--- src/rtl/led_pkg.sv ---
// Shared helpers for the LED comet-tail PWM stage: brightness ceiling and parameter legality.
package led_pkg;

    function automatic int unsigned level_max(input int unsigned pwm_bits);
        return (32'd1 << pwm_bits) - 32'd1;
    endfunction

    // True when the parameter set yields a well-formed timer and decay step.
    function automatic bit params_ok(
        input int unsigned pwm_bits,
        input int unsigned decay_div,
        input int unsigned decay_step
    );
        return (pwm_bits >= 32'd1) && (pwm_bits <= 32'd16) &&
               (decay_div >= 32'd2) &&
               (decay_step >= 32'd1) && (decay_step <= level_max(pwm_bits));
    endfunction

endpackage

--- src/rtl/led_pwm_channel.sv ---
// One LED channel: brightness level with load/saturating decay, and a PWM comparator.
module led_pwm_channel
    import led_pkg::*;
#(
    parameter int unsigned PWM_BITS   = 8,
    parameter int unsigned DECAY_STEP = 32
) (
    input  logic                i_clk,
    input  logic                i_reset,
    input  logic                i_load,
    input  logic                i_decay_tick,
    input  logic [PWM_BITS-1:0] i_pwm_cnt,
    output logic                o_led
);

    localparam logic [PWM_BITS-1:0] LVL_MAX = PWM_BITS'(level_max(PWM_BITS));
    localparam logic [PWM_BITS-1:0] STEP    = PWM_BITS'(DECAY_STEP);

    logic [PWM_BITS-1:0] level_q, level_d;
    logic                led_q, led_d;

    // Load has priority over decay; decay floors at zero instead of wrapping.
    always_comb begin
        level_d = level_q;
        led_d   = (level_q > i_pwm_cnt);
        if (i_load) begin
            level_d = LVL_MAX;
        end else if (i_decay_tick) begin
            level_d = (level_q <= STEP) ? '0 : (level_q - STEP);
        end
    end

    always_ff @(posedge i_clk) begin
        if (i_reset) begin
            level_q <= '0;
            led_q   <= 1'b0;
        end else begin
            level_q <= level_d;
            led_q   <= led_d;
        end
    end

    assign o_led = led_q;

endmodule

--- src/rtl/led_trail_pwm.sv ---
// Comet-tail LED driver: lit pattern bits snap to full brightness and fade in fixed steps.
module led_trail_pwm
    import led_pkg::*;
#(
    parameter int unsigned WIDTH      = 8,
    parameter int unsigned PWM_BITS   = 8,
    parameter int unsigned DECAY_DIV  = 1024,
    parameter int unsigned DECAY_STEP = 32
) (
    input  logic             i_clk,
    input  logic             i_reset,
    input  logic [WIDTH-1:0] i_led,
    output logic [WIDTH-1:0] o_led,
    output logic             o_pwm_sync
);

    localparam int unsigned       DCNT_W    = (DECAY_DIV > 32'd1) ? $clog2(DECAY_DIV) : 1;
    localparam logic [DCNT_W-1:0] DCNT_LAST = DCNT_W'(DECAY_DIV - 32'd1);

    if (!params_ok(PWM_BITS, DECAY_DIV, DECAY_STEP)) begin : g_param_err
        $error("led_trail_pwm: illegal PWM_BITS/DECAY_DIV/DECAY_STEP combination");
    end

    logic [WIDTH-1:0]    i_led_q, i_led_d;
    logic [DCNT_W-1:0]   decay_cnt_q, decay_cnt_d;
    logic [PWM_BITS-1:0] pwm_cnt_q, pwm_cnt_d;
    logic                pwm_sync_q, pwm_sync_d;
    logic                decay_tick_c;

    // Shared timers; sync is computed from the same pwm_cnt the channels compare against.
    always_comb begin
        i_led_d      = i_led;
        decay_tick_c = (decay_cnt_q == DCNT_LAST);
        decay_cnt_d  = decay_tick_c ? '0 : (decay_cnt_q + DCNT_W'(1));
        pwm_cnt_d    = pwm_cnt_q + PWM_BITS'(1);
        pwm_sync_d   = (pwm_cnt_q == '0);
    end

    always_ff @(posedge i_clk) begin
        if (i_reset) begin
            i_led_q     <= '0;
            decay_cnt_q <= '0;
            pwm_cnt_q   <= '0;
            pwm_sync_q  <= 1'b0;
        end else begin
            i_led_q     <= i_led_d;
            decay_cnt_q <= decay_cnt_d;
            pwm_cnt_q   <= pwm_cnt_d;
            pwm_sync_q  <= pwm_sync_d;
        end
    end

    for (genvar k = 0; k < int'(WIDTH); k++) begin : g_ch
        led_pwm_channel #(
            .PWM_BITS   (PWM_BITS),
            .DECAY_STEP (DECAY_STEP)
        ) u_ch (
            .i_clk        (i_clk),
            .i_reset      (i_reset),
            .i_load       (i_led_q[k]),
            .i_decay_tick (decay_tick_c),
            .i_pwm_cnt    (pwm_cnt_q),
            .o_led        (o_led[k])
        );
    end

    assign o_pwm_sync = pwm_sync_q;

endmodule

--- config.mk ---
export PLATFORM = sky130hd
export DESIGN_NAME = led_trail_pwm
export DESIGN_NICKNAME = d
export VERILOG_FILES = /design/src/rtl/led_pkg.sv /design/src/rtl/led_pwm_channel.sv /design/src/rtl/led_trail_pwm.sv
export SDC_FILE = /design/constraint.sdc
export NUM_CORES = 1
export LEC_CHECK = 0
export ABC_AREA = 0
export CAP_MARGIN = 20
export CORE_MARGIN = 2
export CORE_UTILIZATION = 45
export CTS_CLUSTER_DIAMETER = 60
export CTS_CLUSTER_SIZE = 16
export DETAILED_ROUTE_END_ITERATION = 8
export PLACE_DENSITY = 0.73
export SLEW_MARGIN = 20
export SYNTH_ARGS = -nofsm -noshare
export SYNTH_HDL_FRONTEND = slang
export SYNTH_HIERARCHICAL = 1
export SYNTH_SLANG_ARGS = --single-unit
--- constraint.sdc ---
create_clock -name i_clk -period 4.7 [get_ports i_clk]
set_clock_uncertainty 0.15 [all_clocks]
set_input_delay 0.705 -clock i_clk [delete_from_list [all_inputs] [get_ports i_clk]]
set_output_delay 0.705 -clock i_clk [all_outputs]
set_load 0.01 [all_outputs]
Word-level counts from Yosys, hierarchy flattened
Index checks and enable logic that the tools add are counted.
- flip-flop bits (word level): 99
- input bits: 10
- output and inout port bits: 9
- word-level logic and storage cells: 81
- add/sub/neg operators: 10
- magnitude comparators: 16
- equality and inequality tests: 1
- muxes and demuxes: 24
- reduce and logical (&&, ||, !) cells: 10
- operators with widths (operator ; number):
    8-bit two-way mux ; 24
    8-bit > comparator ; 8
    8-bit by 6-bit <= comparator with 1-bit output (second input constant) ; 8
    8-bit by 6-bit subtractor with 8-bit output (second input constant) ; 8
    2-bit nonzero test ; 8
    10-bit by 1-bit adder with 10-bit output (second input constant) ; 1
    10-bit equality test (second input constant) ; 1
    8-bit by 1-bit adder with 8-bit output (second input constant) ; 1
    8-bit zero test ; 1
    2-bit OR reduction ; 1

Logic depth before layout (Yosys ltp)
Gate-level depths: netlist of run 1.
- depth after elaboration: 4
- depth in mapped cells: 7
- gate-level depth less buffers: 7

Hierarchy
The synthesis of run 1 kept the hierarchy.
- by module, submodules not included (module ; instances ; cells each ; area each (um2) ; sequential area each (um2)):
    led_pwm_channel ; 8 ; 52 ; 404.1 ; 100.1
    led_trail_pwm ; 1 ; 111 ; 1039.7 ; 540.5

Worst setup path after synthesis of run 1
No wires, ideal clock.
- kind: register to register
- start point: register decay_cnt_q[0]
- end point: register g_ch[0].u_ch.level_q[7]
- setup time: 119 ps
- arrival: 3295 ps
- data required time: 4431 ps
- path slack: 1136 ps
- cell stages (with the launch flop): 7
- path buffers: 0
- clock period less this slack: 3564 ps
- cell sequence: dfxtp_1 ha_1 inv_1 nor3_1 nand2_1 a211oi_1 nor2_1
- longest elaborated chain between the ends: 2
- RTL lines (what ; line ; source):
    start: declaration ; led_trail_pwm.sv:25 ; logic [DCNT_W-1:0] decay_cnt_q, decay_cnt_d;
    start signal: assignment ; led_trail_pwm.sv:47 ; decay_cnt_q <= decay_cnt_d;
    10-bit equality test ; led_trail_pwm.sv:33 ; decay_tick_c = (decay_cnt_q == DCNT_LAST);
    via decay_tick_c ; led_trail_pwm.sv:28 ; logic decay_tick_c;
    2-bit nonzero test (no line) ; -- ;
    end signal: assignment ; led_pwm_channel.sv:38 ; level_q <= level_d;
    end: declaration ; led_pwm_channel.sv:19 ; logic [PWM_BITS-1:0] level_q, level_d;
The timed path passes the listed nets, and every way through them passes these cells.
A chain may end at the register's enable or synchronous reset.

Worst setup path after layout of run 1
- start point: register decay_cnt_q[0]
- end point: register g_ch[6].u_ch.level_q[7]
- longest elaborated chain between the ends: 2
- RTL lines (what ; line):
    10-bit equality test ; led_trail_pwm.sv:33
    via decay_tick_c ; led_trail_pwm.sv:28
    2-bit nonzero test (no line) ; --
    end signal: assignment ; led_pwm_channel.sv:38
    end: declaration ; led_pwm_channel.sv:19
The timed path passes the listed nets, and every way through them passes these cells.

==> results_dict.tcl, run 1 <==
set metrics [dict create \
    status "complete, no violations" \
    relSlewSlack_pct 48.8 \
    max_slew.worst_pin.slew_ns 0.768 \
    start_util_pct 46.2 \
    cts_sinks 67 \
    drt_pass1_iterations 5 \
    via_per_inst 5.33 \
    ant_nets 0 \
    finalSetupViolations 0 \
    top_layer_used "met4" \
    drt_iter0_markers 195 \
    finalCritPeriodShare_pct 46.4 \
    regArea_sq_um 1340 \
    fmax_ghz 0.459 \
    worstPathMaxFanout 48 \
    critPathMaxStageDelay_ns 0.41 \
    syn_nets 612 \
    hold_path_class "reg -> reg" \
    yosys_warnings 6 \
    cts_buffers 9 \
    netlist_top_cells_area "dfxtp_1 (31%), ha_1 (22%), inv_1 (8.2%)" \
    ys_types 33 \
    grtUsageTotal_pct 18.9 \
    dpl-instance-area_sq_um 4620 \
    cap_violations 0 \
    yosysTopAreaCell "dfxtp_1" \
    synthesis.area_sq_um 4270 \
    crit_arrival_ns 2.23 \
    hpwl_microns 6230 \
    rows 35 \
    grt_first_pass_wirelength_microns 15600 \
    hold_viol 0 \
    cts_hold_buf 0 \
    crit_type "reg -> reg" \
    drt-wirelength-per-cell_microns 13.2 \
    timing.hold.ws_ns 0.339 \
    fp.dieW_microns 101 \
    cts_tree "built" \
    antenna_found_initial 0 \
    crit_family "buffers and inverters" \
    antenna_cells 0 \
    drt-met1-wl_microns 4240 \
    fin_tns_setup_ns 0 \
    cts_root_buf "clkbuf_8" \
    fill_cells 841 \
    dr_wl_met2_microns 4400 \
    path_cells "ha_1, inv_1, nor3_2, buf_4, nand2_1, a211oi_1, nor2_1" \
    clk-insertion-delay-late_ns 0.34 \
    drt_wl_total_microns 9090 \
    postCtsSetupBuffers 0 \
    grt_max_degree 49 \
    wl_met3_microns 293 \
    cts-resized-gates 0 \
    cts-htree-levels 3 \
    area_delta_synth_final_pct 13.7 \
    ys_seq_elements 67 \
    clk_pin_slew_ns 0.07 \
    final_util_pct 52.6 \
    dp_slack_ns 2.48 \
    rsz0062_at_grt "false" \
    ir_worst_vdd_mv 0.162 \
    period_minus_slack_ns 2.18 \
    globalplace.congestion 0.802 \
    ys_seq_area_share_pct 31.4 \
    die_y_microns 101 \
    path_buf_inv 2 \
    io_buffers 18 \
    grt.overflow.total 0 \
    pin_count 19 \
    final_nets 640 \
    die-area_sq_um 10300 \
    multi_input_area_sq_um 2580 \
    vias 3669 \
    slowest_stage "dfxtp_1" \
    cp.required_ns 4.75 \
    ctsLongestPathBuffers 2 \
    drive_gt1_share_pct 5.36 \
    core_area_sq_um 9240 \
    drc 0 \
    syn_avg_cell_area_sq_um 8.11 \
    slew_viol_final 0 \
    startpoint_type "flip-flop" \
    synthCells 527 \
    yosys.area.top_type_share_pct 31.4 \
    postLayoutCellArea_sq_um 4860 \
    leakage_nw 1.87 \
    p_per_area_nw_per_um2 312 \
    grt_pass1_vias 3586 \
    end_kind "flip-flop" \
    worst_slack_ns 2.52 \
]
==> flip-flops by register name, indices dropped and copies added, names as in the netlist <==
name / cells
decay_cnt_q: 10
i_led_q: 8
pwm_cnt_q: 8
g_ch.u_ch/level_q: 32
g_ch.u_ch/o_led: 8
o_pwm_sync: 1
==> layer usage <==
layer | vias up | global-route usage [%]
li1 | 1904 | -
met1 | 1702 | 23.6
met2 | 49 | 32.1
met3 | 14 | 3.38
met4 | 0 | 7.90
met5 | - | 0
==> worst register-to-register path, delay by kind of cell, from the launching register on <==
family | cells | cell delay, ns
compound gates | 1 | 0.29
fa+ha+maj | 1 | 0.28
buf+inv | 2 | 0.54
flops | 1 | 0.41
simple gates | 3 | 0.37
==> area by class of cell <==
cell class	count	share of cell area (%)
timing repair buffer	20	3.91
multi-input combinational	364	53.0
inverter	93	7.18
clock inverter	5	2.06
clock buffer	11	2.91
tap	129	3.32
sequential	67	27.6
==> worst paths after layout <==
kind                                          end  slack (ns)  cells past startpoint                       from
max          g_ch[6].u_ch/level_q[7]$_SDFFE_PP0P_        2.52                      7  decay_cnt_q[0]$_SDFF_PP0_
max reg2reg  g_ch[6].u_ch/level_q[7]$_SDFFE_PP0P_        2.52                      7  decay_cnt_q[0]$_SDFF_PP0_
min reg2reg             decay_cnt_q[0]$_SDFF_PP0_        0.34                      1  decay_cnt_q[0]$_SDFF_PP0_
min                     decay_cnt_q[0]$_SDFF_PP0_        0.34                      1  decay_cnt_q[0]$_SDFF_PP0_
==> where the power goes <==
group	switching [W]	leakage (nW)	total, W	internal (W)
sequential	0.0000530	0.554	0.000662	0.000609
clock	0.000220	0.123	0.000585	0.000365
combinational	0.000133	1.19	0.000268	0.000135
total	0.000406	1.87	0.00152	0.00111
==> cell usage in the layout, fill, tap and decap left out, types with 9 or more instances in the layout <==
master,instances
inv_1,93
ha_1,75
dfxtp_1,67
a21oi_1,54
nor2_1,52
o21ai_0,28
nand4_1,20
nand2_1,20
nor2b_1,18
o211ai_1,17
clkdlybuf4s50_1,17
clkbuf_8,10
a31oi_1,9
==> cells by family (layout without fill, tap and decap cells) <==
family          Yosys count  count (layout)  share of synthesized area, %
mux                       1               1                         0.264
compound gates          135             135                          19.7
simple gates            147             147                          17.0
buf+inv                  96             129                          8.43
flops                    67              67                          31.4
fa+ha+maj                75              75                          22.0
xor+xnor                  6               6                          1.23
==> cells in the mapped netlist (all sizes together) <==
master / n
o31ai: 1
nand4: 20
xor2: 4
o21a: 8
dfxtp: 67
nand2b: 8
a211oi: 16
a21oi: 54
xnor2: 2
o311ai: 1
and2: 1
nand2: 21
a31oi: 9
and4b: 1
and3: 1
o211ai: 17
or4: 1
or3: 6
mux2: 1
nor4: 1
nand3: 7
nor3: 9
a41o: 1
nor2: 52
inv: 93
clkbuf: 3
nor2b: 18
and4: 1
ha: 75
o21ai: 28
==> through the flow <==
stage	power, W	std cells
after global routing	0.00160	689
after detailed placement	0.000941	673
final	0.00152	689
after CTS	0.00153	689
after global placement	0.000921	673
after floorplan	0.000847	527
No activity file was read; power rests on OpenSTA's default activity.
==> run 2: changes to the inputs <==
--- a/config.mk
+++ b/config.mk
@@ -12,7 +12,7 @@
 export CTS_CLUSTER_DIAMETER = 60
 export CTS_CLUSTER_SIZE = 16
 export DETAILED_ROUTE_END_ITERATION = 8
-export PLACE_DENSITY = 0.73
+export PLACE_DENSITY = 0.76
 export SLEW_MARGIN = 20
 export SYNTH_ARGS = -nofsm -noshare
 export SYNTH_HDL_FRONTEND = slang
==> constraint.sdc (replaced) <==
create_clock -name i_clk -period 1.8 [get_ports i_clk]
set_clock_uncertainty 0.15 [all_clocks]
set_input_delay 0.27 -clock i_clk [delete_from_list [all_inputs] [get_ports i_clk]]
set_output_delay 0.27 -clock i_clk [all_outputs]
set_load 0.01 [all_outputs]
==> run 2 against run 1 <==
Effect of this change: clock-buffer cell count up 1; cell area up 8.3%; combinational power rose to 2.9 times the previous value; worst hold slack got worse by 0.11 ns; sequential share of layout area is 1.7 points lower; total power is 150% higher; worst setup slack worse by 2.4 ns; clock power up 120%; via count grew 4.6%; fmax increased by 27%; critical path type unchanged; critical endpoint is now g_ch[3].u_ch/level_q[5]$_SDFFE_PP0P_.
==> results_dict.tcl, run 2 (synthesized netlist as in run 1, its figures left out) <==
set metrics [dict create \
    grt_pass1_vias 3756 \
    drt_pass1_iterations 4 \
    rows 35 \
    grt.overflow.total 0 \
    status "complete, no violations" \
    cts_tree "built" \
    reg2reg_from "decay_cnt_q[0]$_SDFF_PP0_" \
    grt_max_degree 49 \
    period_minus_slack_ns 1.72 \
    reg2reg_depth 8 \
    cap_violations 0 \
    pin_count 19 \
    drc 0 \
    rsz0062_at_grt "false" \
    dpl-instance-area_sq_um 4870 \
    io_buffers 18 \
    hold_path_class "in -> reg" \
    hold-path-endpoint "pwm_cnt_q[0]$_SDFF_PP0_" \
    drt_iter0_markers 124 \
    end_kind "flip-flop" \
    drt-wirelength-per-cell_microns 14.4 \
    antenna_cells 0 \
    area_delta_synth_final_pct 23.1 \
    finalCritPeriodShare_pct 95.4 \
    slew_viol_final 0 \
    hold_viol 0 \
    core_area_sq_um 9240 \
    fmax_ghz 0.582 \
    timing.hold.ws_ns 0.232 \
    globalplace.congestion 0.810 \
    postLayoutCellArea_sq_um 5260 \
    slowest_stage "dfxtp_4" \
    clk_pin_slew_ns 0.07 \
    grt_first_pass_wirelength_microns 15600 \
    ctsLongestPathBuffers 2 \
    cts_hold_buf 0 \
    mostFrequentLayoutCells "inv_1 (92), ha_1 (74), dfxtp_1 (57), a21oi_1 (54), nor2_1 (52)" \
    die-area_sq_um 10300 \
    antenna_found_initial 0 \
    relSlewSlack_pct 66.6 \
    cts_buffers 9 \
    min_from "i_reset" \
    drt_wl_total_microns 10300 \
    fin_tns_setup_ns 0 \
    top_register "g_ch.u_ch/level_q" \
    finalSetupViolations 0 \
    final_util_pct 56.9 \
    hpwl_microns 6520 \
    largest_reg_flops 32 \
    leakage_nw 2.06 \
    final_nets 665 \
    max_slew.worst_pin.slew_ns 0.501 \
    start_util_pct 46.2 \
    crit_arrival_ns 1.78 \
    cts_root_buf "clkbuf_8" \
    drive_gt1_share_pct 15.6 \
    worstPathMaxFanout 12 \
    path_buf_inv 4 \
    rr_endpoint "g_ch[3].u_ch/level_q[5]$_SDFFE_PP0P_" \
    via_per_inst 5.38 \
    startpoint_type "flip-flop" \
    clk-insertion-delay-late_ns 0.34 \
    critPathMaxStageDelay_ns 0.38 \
    grtUsageTotal_pct 18.5 \
    crit_family "buffers and inverters" \
    whs_path_depth 2 \
    fp.dieW_microns 101 \
    top_regs "g_ch.u_ch/level_q (32), decay_cnt_q (10)" \
    ir_worst_vdd_mv 0.352 \
    r2r_setup_slack_ns 0.08 \
    crit_type "reg -> reg" \
    cts-htree-levels 3 \
    die_y_microns 101 \
    vias 3839 \
    layout_commonest_cell "inv_1" \
    ant_nets 0 \
    cts_sinks 67 \
    p_per_area_nw_per_um2 716 \
    cp.required_ns 1.86 \
    path_cells "ha_4, inv_2, nor3_4, buf_12, buf_4, buf_8, nand2b_1, a31oi_1" \
]
## run 2: cell types whose count changed in the layout (fill, tap and decap cells not counted), sizes merged
cell and delta:
clkbuf +4, clkinv +1, buf +22, bufinv -2
## run 2: per-layer routing
metal | GRT usage (%) | share of wire, %
met1 | 21.3 | 41
met4 | 7.17 | 2.8
met2 | 33.6 | 50
met3 | 3.80 | 6.7
met5 | 0 | 0
## run 2: per-stage QoR
step	setup slack, ns	total power, W	std cells
floorplan	-0.337	0.00224	527
global placement	0.0958	0.00245	687
detailed placement	-0.00351	0.00250	687
CTS	0.0114	0.00379	703
global route	0.0121	0.00399	714
finish	0.0830	0.00377	714
## run 2: power by group
part | switching (W) | internal [W] | total (W)
Clock | 0.000571 | 0.000714 | 0.00129
Sequential | 0.000124 | 0.00159 | 0.00171
Combinational | 0.000381 | 0.000385 | 0.000767
Total | 0.00108 | 0.00269 | 0.00377
## run 2: area by class of cell
cell class              instances  area (sq um)
clock buffers                  12           155
clock inverters                 4          48.8
fillers                       774          3980
inverters                      93           349
multi-input cells             364          2700
flip-flops and latches         67          1360
well taps                     129           161
repair buffers                 45           490
## run 2: worst max path at each step
stage | startpoint | end | slack [ns] | depth (start not counted)
final | decay_cnt_q[0]$_SDFF_PP0_ | g_ch[3].u_ch/level_q[5]$_SDFFE_PP0P_ | 0.08 | 8
after floorplan | decay_cnt_q[2]$_SDFF_PP0_ | g_ch[0].u_ch/level_q[7]$_SDFFE_PP0P_ | -0.34 | 5
after CTS | pwm_cnt_q[7]$_SDFF_PP0_ | g_ch[6].u_ch/o_led$_SDFF_PP0_ | 0.01 | 5
after detailed placement | pwm_cnt_q[5]$_SDFF_PP0_ | g_ch[6].u_ch/o_led$_SDFF_PP0_ | -0.004 | 5
after global routing | pwm_cnt_q[1]$_SDFF_PP0_ | g_ch[3].u_ch/o_led$_SDFF_PP0_ | 0.01 | 7
after global placement | pwm_cnt_q[5]$_SDFF_PP0_ | g_ch[1].u_ch/o_led$_SDFF_PP0_ | 0.1 | 5
## run 2: timing repair
action,CTS,global route
gates resized for setup,1,10
setup endpoints to repair,2,24
endpoints found under the hold margin,0,0
gates cloned,0,6
pin swaps,0,5
setup buffers,0,5
==> run 3: changes to the inputs <==
--- a/config.mk
+++ b/config.mk
@@ -13,6 +13,7 @@
 export CTS_CLUSTER_SIZE = 16
 export DETAILED_ROUTE_END_ITERATION = 8
 export PLACE_DENSITY = 0.76
+export RECOVER_POWER = 50
 export SLEW_MARGIN = 20
 export SYNTH_ARGS = -nofsm -noshare
 export SYNTH_HDL_FRONTEND = slang
==> run 3 against run 2 <==
Effect of this change: sequential share of layout area is 0.086 points higher; combinational power is 2% lower; global-route usage is the same; register-to-register slack about the same; core utilization is 0.19 points lower; worst hold slack better by 0.086 ns; clock-buffer cell count unchanged; critical endpoint unchanged; clock power about the same; sequential cell count is the same; cell area shrank 0.33%; total power down 0.30%.
==> results_dict.tcl, run 3 (synthesized netlist as in run 1, its figures left out) <==
set metrics [dict create \
    status "complete, no violations" \
    ir_worst_vdd_mv 0.352 \
    fp.dieW_microns 101 \
    cts_buffers 9 \
    clk-insertion-delay-late_ns 0.34 \
    grt_max_degree 49 \
    relSlewSlack_pct 18.2 \
    cap_violations 0 \
    cts_sinks 67 \
    grt_pass1_vias 3756 \
    antenna_cells 0 \
    antenna_found_initial 0 \
    hpwl_microns 6520 \
    worstPathMaxFanout 12 \
    final_util_pct 56.8 \
    drc 0 \
    start_util_pct 46.2 \
    finalCritPeriodShare_pct 95.0 \
    globalplace.congestion 0.810 \
    grt_first_pass_wirelength_microns 15600 \
    die-area_sq_um 10300 \
    dpl-instance-area_sq_um 4870 \
    p_per_area_nw_per_um2 716 \
    grt.overflow.total 0 \
    end_kind "flip-flop" \
    cts_tree "built" \
    fill_cells 780 \
    die_y_microns 101 \
    area_delta_synth_final_pct 22.7 \
    drt-wirelength-per-cell_microns 14.5 \
    rows 35 \
    startpoint_type "flip-flop" \
    drive_gt1_share_pct 14.9 \
    top_register "g_ch.u_ch/level_q" \
    drt_wl_total_microns 10300 \
    final_nets 665 \
    rsz0062_at_grt "false" \
    period_minus_slack_ns 1.71 \
    ant_nets 0 \
    cp.required_ns 1.87 \
    ctsLongestPathBuffers 2 \
    via_per_inst 5.44 \
    clk_pin_slew_ns 0.07 \
    leakage_nw 2.06 \
    finalSetupViolations 0 \
    path_cells "ha_4, inv_2, nor3_4, buf_12, buf_4, buf_8, nand2b_1, a31oi_1" \
    postLayoutCellArea_sq_um 5240 \
    crit_arrival_ns 1.78 \
    slew_viol_final 0 \
    drt_iter0_markers 140 \
    hold_viol 0 \
    core_area_sq_um 9240 \
    vias 3882 \
    fmax_ghz 0.585 \
    top_regs "g_ch.u_ch/level_q (32), decay_cnt_q (10)" \
    mostFrequentLayoutCells "inv_1 (92), ha_1 (74), dfxtp_1 (57), a21oi_1 (54), nor2_1 (52)" \
    largest_reg_flops 32 \
    io_buffers 18 \
    slowest_stage "dfxtp_4" \
    max_slew.worst_pin.slew_ns 1.23 \
    drt_pass1_iterations 4 \
    cts-htree-levels 3 \
    grtUsageTotal_pct 18.5 \
    hold_path_class "reg -> reg" \
    crit_type "reg -> reg" \
    layout_commonest_cell "inv_1" \
    cts_root_buf "clkbuf_8" \
    critPathMaxStageDelay_ns 0.38 \
    pin_count 19 \
]
[run 3: cell count changes in the layout (fill, tap and decap cells not counted), sizes merged]
cell,change
clkdlybuf4s50,-8
dlygate4sd3,+8
buf,-6
clkbuf,+6
[run 3: routing by layer]
metal,vias to the layer above,GRT usage [%],routed length [microns]
met4,0,7.17,312
met3,32,3.80,541
li1,1945,-,-
met1,1803,21.3,4380
met2,102,33.6,5090
met5,-,0,0
[run 3: final cells by class]
type / count / area (sq um) / share of cell area [%]
clock buffer: 12 / 155 / 2.96
clock inverter: 4 / 48.8 / 0.931
inverter: 93 / 349 / 6.66
multi-input combinational: 364 / 2700 / 51.4
sequential: 67 / 1360 / 26.0
tap: 129 / 161 / 3.08
timing repair buffer: 45 / 473 / 9.02
[run 3: worst paths after layout]
kind                                  start                              endpoint  slack, ns  cells past startpoint
setup / recovery  decay_cnt_q[0]$_SDFF_PP0_  g_ch[3].u_ch/level_q[5]$_SDFFE_PP0P_       0.09                      8
hold / removal    decay_cnt_q[0]$_SDFF_PP0_             decay_cnt_q[0]$_SDFF_PP0_       0.32                      1
setup reg to reg  decay_cnt_q[0]$_SDFF_PP0_  g_ch[3].u_ch/level_q[5]$_SDFFE_PP0P_       0.09                      8
hold reg to reg   decay_cnt_q[0]$_SDFF_PP0_             decay_cnt_q[0]$_SDFF_PP0_       0.32                      1
[run 3: critical path, delay by kind of cell (launching register included)]
kind                       cells  cell delay [ns]
and+or+nand+nor                2             0.33
adders and majority gates      1             0.14
AOI/OAI and AO/OA              1             0.08
buffers and inverters          4             0.51
DFF                            1             0.38
[run 3: stage by stage]
step | instances | total power [W] | setup TNS (ns) | worst slack [ns] | hold slack [ns]
3_5_place_dp | 687 | 0.00250 | -0.00351 | -0.00351 | 0.320
6_report | 714 | 0.00376 | 0 | 0.0903 | 0.318
2_1_floorplan | 527 | 0.00224 | -9.40 | -0.337 | 0.189
5_1_grt | 714 | 0.00397 | 0 | 0.0121 | 0.316
4_1_cts | 703 | 0.00379 | 0 | 0.0114 | 0.210
3_3_place_gp | 687 | 0.00245 | 0 | 0.0958 | 0.312
[run 3: power by group]
part,internal (W),switching (W),total (W)
sequential,0.00159,0.000122,0.00171
combinational,0.000371,0.000382,0.000753
clock,0.000714,0.000575,0.00129
total,0.00268,0.00108,0.00376
[run 3: repair_timing]
action | in CTS | in global routing
gates resized for setup | 1 | 10
cloned | 0 | 6
setup buffers | 0 | 5
hold buffers | 0 | 0
pin swaps | 0 | 5
setup endpoints to repair | 2 | 24
